==> config.mk <==
export PLATFORM = sky130hd
export DESIGN_NAME = shift_req_buffer
export DESIGN_NICKNAME = d
export VERILOG_FILES = /design/src/rtl/shift_req_buffer.sv
export SDC_FILE = /design/constraint.sdc
export NUM_CORES = 1
export LEC_CHECK = 0
export ABC_AREA = 1
export CORE_MARGIN = 2
export CORE_UTILIZATION = 54
export CTS_BUF_LIST = sky130_fd_sc_hd__clkbuf_4 sky130_fd_sc_hd__clkbuf_8
export CTS_CLUSTER_DIAMETER = 50
export DETAILED_ROUTE_END_ITERATION = 8
export PLACE_DENSITY_LB_ADDON = 0.25
export SLEW_MARGIN = 20
export SYNTH_ARGS = -nofsm -noshare
export SYNTH_HDL_FRONTEND = slang
export SYNTH_SLANG_ARGS = --single-unit
==> constraint.sdc <==
create_clock -name clk -period 3.2 [get_ports clk]
set_input_delay 0.48 -clock clk [delete_from_list [all_inputs] [get_ports clk]]
set_output_delay 0.48 -clock clk [all_outputs]
set_load 0.01 [all_outputs]
==> src/rtl/shift_req_buffer.sv <==
// -----------------------------------------------------------------------------
// shift_req_buffer
//
// Purpose:
//   Small FIFO that queues rotate requests {operand, amount} in front of a
//   32-bit right barrel rotator. The buffer only stores and orders requests.
//   It performs no rotation. The head request is presented on out_data and
//   out_shift.
//
//   All outputs are registered. The head payload, out_valid and in_ready are
//   computed for the next cycle and loaded at the same edge that updates the
//   pointers. As a result, no combinational path runs from in_valid or
//   out_ready to any output.
//
// Parameters:
//   DEPTH      number of entries; must be a power of two and >= 2
//
// Optional feature:
//   SHIFT_REQ_OVF_EN  when defined, adds the sticky 'ovf' output. It sets when
//                     a request is offered while the buffer is full. That
//                     request is dropped.
//
// Ports:
//   clk        rising-edge clock for all state
//   rst        synchronous, active-high reset
//   in_valid   producer offers a request
//   in_ready   buffer can accept a request (count != DEPTH)
//   in_data    operand to be rotated (32 bits)
//   in_shift   rotate amount 0..31
//   out_valid  head request available (count != 0)
//   out_ready  downstream consumes the head this cycle
//   out_data   head operand, 0 when empty
//   out_shift  head rotate amount, 0 when empty
//   count      number of occupied entries
//   ovf        sticky overflow flag (SHIFT_REQ_OVF_EN only)
// -----------------------------------------------------------------------------
module shift_req_buffer #(
    parameter int DEPTH = 4
) (
    input  logic                     clk,
    input  logic                     rst,
    input  logic                     in_valid,
    output logic                     in_ready,
    input  logic [31:0]              in_data,
    input  logic [4:0]               in_shift,
    output logic                     out_valid,
    input  logic                     out_ready,
    output logic [31:0]              out_data,
    output logic [4:0]               out_shift,
    output logic [$clog2(DEPTH):0]   count
`ifdef SHIFT_REQ_OVF_EN
    ,
    output logic                     ovf
`endif
);

    localparam int PW = $clog2(DEPTH);
    localparam int CW = PW + 1;
    localparam int EW = 37;

    localparam logic [PW-1:0] PTR_ONE  = PW'(1'b1);
    localparam logic [CW-1:0] CNT_ZERO = CW'(1'b0);
    localparam logic [CW-1:0] CNT_ONE  = CW'(1'b1);
    localparam logic [CW-1:0] CNT_FULL = CW'(DEPTH);

    // Storage and state
    logic [EW-1:0]  mem_r [DEPTH];
    logic [PW-1:0]  wr_ptr_r;
    logic [PW-1:0]  rd_ptr_r;
    logic [CW-1:0]  count_r;
    logic [EW-1:0]  head_r;
    logic           out_valid_r;
    logic           in_ready_r;

    // Next-state values
    logic           push_s;
    logic           pop_s;
    logic [PW-1:0]  wr_ptr_nxt_s;
    logic [PW-1:0]  rd_ptr_nxt_s;
    logic [CW-1:0]  count_nxt_s;
    logic           head_is_new_s;
    logic [EW-1:0]  head_nxt_s;
    logic [EW-1:0]  entry_in_s;

    // Handshakes depend only on registered ready/valid, so there is no
    // combinational path from in_valid or out_ready back to them.
    always_comb begin
        push_s     = in_valid & in_ready_r;
        pop_s      = out_valid_r & out_ready;
        entry_in_s = {in_data, in_shift};
    end

    // Pointer and occupancy update. Pointers are PW bits wide, so they wrap
    // modulo DEPTH without an explicit compare.
    always_comb begin
        wr_ptr_nxt_s = wr_ptr_r;
        rd_ptr_nxt_s = rd_ptr_r;
        count_nxt_s  = count_r;

        if (push_s) begin
            wr_ptr_nxt_s = wr_ptr_r + PTR_ONE;
        end else begin
            wr_ptr_nxt_s = wr_ptr_r;
        end

        if (pop_s) begin
            rd_ptr_nxt_s = rd_ptr_r + PTR_ONE;
        end else begin
            rd_ptr_nxt_s = rd_ptr_r;
        end

        case ({push_s, pop_s})
            2'b10:   count_nxt_s = count_r + CNT_ONE;
            2'b01:   count_nxt_s = count_r - CNT_ONE;
            2'b11:   count_nxt_s = count_r;
            2'b00:   count_nxt_s = count_r;
            default: count_nxt_s = count_r;
        endcase
    end

    // Next head payload. A request written this edge becomes the head when
    // the buffer is empty after any pop. In that case the array slot is not
    // yet written, so the payload is taken from the input directly.
    always_comb begin
        head_is_new_s = 1'b0;
        head_nxt_s    = {EW{1'b0}};

        if ((count_r == CNT_ZERO) || ((count_r == CNT_ONE) && pop_s)) begin
            head_is_new_s = 1'b1;
        end else begin
            head_is_new_s = 1'b0;
        end

        if (count_nxt_s == CNT_ZERO) begin
            head_nxt_s = {EW{1'b0}};
        end else if (push_s && head_is_new_s) begin
            head_nxt_s = entry_in_s;
        end else begin
            head_nxt_s = mem_r[rd_ptr_nxt_s];
        end
    end

    // Control state and registered outputs. Reset overrides push and pop.
    always_ff @(posedge clk) begin
        if (rst) begin
            wr_ptr_r    <= {PW{1'b0}};
            rd_ptr_r    <= {PW{1'b0}};
            count_r     <= CNT_ZERO;
            head_r      <= {EW{1'b0}};
            out_valid_r <= 1'b0;
            in_ready_r  <= 1'b1;
        end else begin
            wr_ptr_r    <= wr_ptr_nxt_s;
            rd_ptr_r    <= rd_ptr_nxt_s;
            count_r     <= count_nxt_s;
            head_r      <= head_nxt_s;
            out_valid_r <= (count_nxt_s != CNT_ZERO);
            in_ready_r  <= (count_nxt_s != CNT_FULL);
        end
    end

    // Entry storage. Reset clears the pointers only, so stale contents are
    // unreachable and the array itself is not cleared.
    always_ff @(posedge clk) begin
        if (push_s && !rst) begin
            mem_r[wr_ptr_r] <= entry_in_s;
        end
    end

`ifdef SHIFT_REQ_OVF_EN
    logic ovf_r;

    // Sticky overflow flag. It sets when a request is offered while the
    // buffer is full. The request itself is dropped because push_s is low.
    always_ff @(posedge clk) begin
        if (rst) begin
            ovf_r <= 1'b0;
        end else if (in_valid && !in_ready_r) begin
            ovf_r <= 1'b1;
        end else begin
            ovf_r <= ovf_r;
        end
    end

    assign ovf = ovf_r;
`endif

    assign in_ready  = in_ready_r;
    assign out_valid = out_valid_r;
    assign out_data  = head_r[EW-1:5];
    assign out_shift = head_r[4:0];
    assign count     = count_r;

endmodule

==> results.txt <==
----------------------------------------------------
[Finish]
  Number of inserted filler cells in the final layout ... 1099
  Share of cells above drive strength 1 ... 6.848%
  Area growth, synth to finish ... 18.32%
  Net count, final ... 885
  Antenna cells ... 0
  Final Core Density ... 65.38%

[Power and ir drop]
  Combinational share of power ... 18.6%
  Maximum vdd drop ... 0.0003914 V
  Power per cell area ... 597.7 nW/µm²
  Static leakage ... 0.003752 µW
  Cell internal power dissipation ... 4239 µW
  Fraction of power consumed by the clock network ... 30.2%
  Portion of total power attributed to sequential cells ... 51.2%
  Share of total power consumed by net switching ... 25.36%
  Switching power of the nets ... 1440 µW

[STA]
  Endpoints failing hold ... 0
  Transition time of the tightest slew-check pin ... 0.8393 ns
  Headroom to the max-slew limit ... 44.04%
  Pins Over Slew Limit ... 0
  Setup TNS after final layout ... 0 ns
  Highest Clock Rate ... 433.8 MHz
  Shortest clock period the worst path allows after layout ... 2.305 ns
  Period Utilization, post-route ... 72.04%
  Worst Skew ... 0.006553 ns
  Setup-violating endpoint count in the final report ... 0
  Unrepaired setup endpoints after global routing ... false

[Yosys]
  Avg Synthesized Cell Area ... 10.52 µm²
  Nets in the synthesized netlist ... 814
  Number of synthesized register bits ... 194
  Warning count from the yosys run ... 0
  Cell types occupying the most area after synthesis ... sky130_fd_sc_hd__edfxtp_1 55%, sky130_fd_sc_hd__dfxtp_1 11%, sky130_fd_sc_hd__nand2_1 8.8%, sky130_fd_sc_hd__nand3_1 6.0%, sky130_fd_sc_hd__nor2_1 3.9%
  Top cells by count, synth ... 189 x sky130_fd_sc_hd__nand2_1, 148 x sky130_fd_sc_hd__edfxtp_1, 96 x sky130_fd_sc_hd__nand3_1
  Share of the yosys chip area belonging to registers ... 66.81%
  Summed instance area of the synthesized netlist ... 8030 µm²
  Largest area contributor in the netlist ... sky130_fd_sc_hd__edfxtp_1
  Share of flip-flops with an asynchronous set or reset after synthesis ... 0%
  Post-synth EDFFs ... 148
  Number of distinct standard cells referenced by the synthesized netlist ... 22
  Syn Inst Count ... 763
  Top-area cell type share of the netlist area ... 55.34%
  Prevailing post-synth register cell ... sky130_fd_sc_hd__edfxtp_1
  Count leader, synth ... sky130_fd_sc_hd__nand2_1

[Global routing]
  Met1 layer usage reported by global route ... 27.44%
  Vias in the first global route ... 5564
  Total routing usage reported by global routing ... 21.89%
  Remaining Overflow, GRT ... 0
  First-pass GRT wire length ... 27170 µm
  Initial antenna violation count ... 0
  GR Layer Usage met2 ... 37.89%
  Most Used Layer, Global Route ... met2
  Maximum number of pins on one net before global-route repair ... 75
  GR met3 Demand/Resource ... 5.013%

[Worst setup path]
  Total buffers and inverters traversed by the critical path ... 4
  Cell chain of the critical path ... clkdlybuf4s50_1 > nand2_2 > inv_2 > ha_1 > inv_1 > nand3_1 > nand2_1 > nand3_1 > nand2_1 > nand2_2 > buf_4 > nand2_1 > nor2_1
  CP max FO ... 22
  CP peak stage delay ... 0.47 ns
  Top cell family by delay on the critical path ... buffers and inverters
  Dominant cell type by count on the critical path ... sky130_fd_sc_hd__nand2_1
  CP Launch Type ... primary input
  Class of the most critical setup path ... in2reg
  Arrival @ worst endpoint ... 2.69 ns
  Cell with the biggest individual delay on the critical path ... sky130_fd_sc_hd__clkdlybuf4s50_1
  CP Data Required Time ... 3.59 ns
  Category of the worst setup path capture point ... register

[Outcome]
  Result of the run ... finished clean

[Clocking]
  CTS clock-pin slew for the worst setup and hold paths ... 0.09 ns
  TritonCTS clock tree ... built
  Number of H-tree levels ... 4
  TritonCTS Buffers ... 17
  Clk_lat worst skew ... 0.45 ns
  Maximum count of clock buffers along a single path ... 2
  Count of hold-fix buffers inserted at cts ... 0
  # clock sinks ... 194
  Clock root buffer ... sky130_fd_sc_hd__clkbuf_8
  Number of post-CTS setup repair buffers ... 0
  Post_cts resized ... 0

[Drt]
  DR vias ... 5617
  DRC errors left ... 0
  Number of vias per cell ... 5.448
  Routed length per placed instance ... 16.33 µm
  Count of antenna-violating nets left after detailed routing ... 0
  Drt first pass iters ... 6
  DR iter-0 viols ... 429
  Final routed wirelength across all metal layers ... 16840 µm

[Floorplan]
  Core Footprint ... 14530 µm²
  Floorplan die area ... 15860 µm²
  IO Pins ... 83
  Die width ... 125.9 µm
  Initial standard-cell utilization of the core ... 55.25%
  Die height ... 125.9 µm
  Cell row count ... 44

[Placement]
  Detailed placement HPWL ... 9599 µm
  Buffers added on ports ... 82
  Gpl congestion ... 0.8217

[Flow run]
  Max-cap check violation count ... 0

[Min path]
  Worst min path class ... reg2reg

----------------------------------------------------
[worst min-delay path, delay by kind of cell (launching register included)]
| kind | cells | cell delay, ns |
|---|---|---|
| AO/OA/AOI/OAI | 1 | 0.07 |
| buffers and inverters | 1 | 0.10 |
| flip-flops | 1 | 0.34 |
[layer usage]
layer / share of wire (%) / wire [µm] / vias up
met3: 5.7 / 960 / 12
met1: 42 / 7055 / 2753
met5: 0 / 0 / -
met4: 0.91 / 153 / 0
li1: - / - / 2664
met2: 51 / 8669 / 188
[worst paths after layout]
kind / start / end / slack (ns) / cells past startpoint
setup reg to reg: in_ready / head_r[15] / 1.02 / 12
setup / recovery: in_valid / head_r[15] / 0.89 / 13
hold reg to reg: wr_ptr_r[1] / wr_ptr_r[1] / 0.55 / 2
hold / removal: wr_ptr_r[1] / wr_ptr_r[1] / 0.55 / 2
[per-stage QoR]
stage / total power, µW / worst slack (ns) / cells / hold WS, ns / area [µm²]
2_1_floorplan: 3587 / 0.4664 / 763 / 0.4897 / 8030
3_3_place_gp: 3982 / 0.5270 / 999 / 0.5133 / 9060
3_5_place_dp: 4022 / 0.4065 / 999 / 0.5319 / 9060
4_1_cts: 5712 / 0.8831 / 1031 / 0.5431 / 9502
5_1_grt: 5935 / 0.6801 / 1031 / 0.5873 / 9502
6_report: 5680 / 0.8948 / 1031 / 0.5458 / 9502
[power by group through the flow]
stage	combinational, µW	sequential (µW)	clock, µW
2_1_floorplan	577	3010	0
3_3_place_gp	1020	2970	0
3_5_place_dp	1050	2970	0
4_1_cts	1060	2910	1740
5_1_grt	1170	2920	1840
6_report	1060	2910	1710
[cell usage in the layout (no fill, tap or decap), drive strengths merged]
cell           instances
o21ai                  4
edfxtp               148
bufinv                 4
nor2                  83
buf                   13
nand3                 97
nand3b                37
clkinv                 3
ha                    10
clkdlybuf4s50         82
clkbuf                26
dfxtp                 46
a21oi                 23
or2                   22
nand2                193
inv                   56
[flip-flops by register name, summed over array words and instances (netlist names)]
name	flops
out_valid	1
in_ready	1
head_r	37
mem_r	148
wr_ptr_r	2
rd_ptr_r	2
count	3
[cell families after synthesis]
logic type,Yosys count,share of synthesized area [%]
AOI/OAI and AO/OA,27,1.683
adders and majority gates,10,1.558
buffers and inverters,100,5.640
DFF,194,66.81
and+or+nand+nor,432,24.31
[layout make-up]
| class | instances | area, µm² | share of cell area [%] |
|---|---|---|---|
| Timing Repair Buffer | 95 | 993.5 | 10.46 |
| Inverter | 57 | 214.0 | 2.252 |
| Clock buffer | 26 | 314.1 | 3.305 |
| Clock inverter | 6 | 127.6 | 1.343 |
| Tap cell | 184 | 230.2 | 2.423 |
| Multi-Input combinational cell | 469 | 2257 | 23.76 |
| Sequential cell | 194 | 5365 | 56.47 |
(Power assumes the default switching activity.)
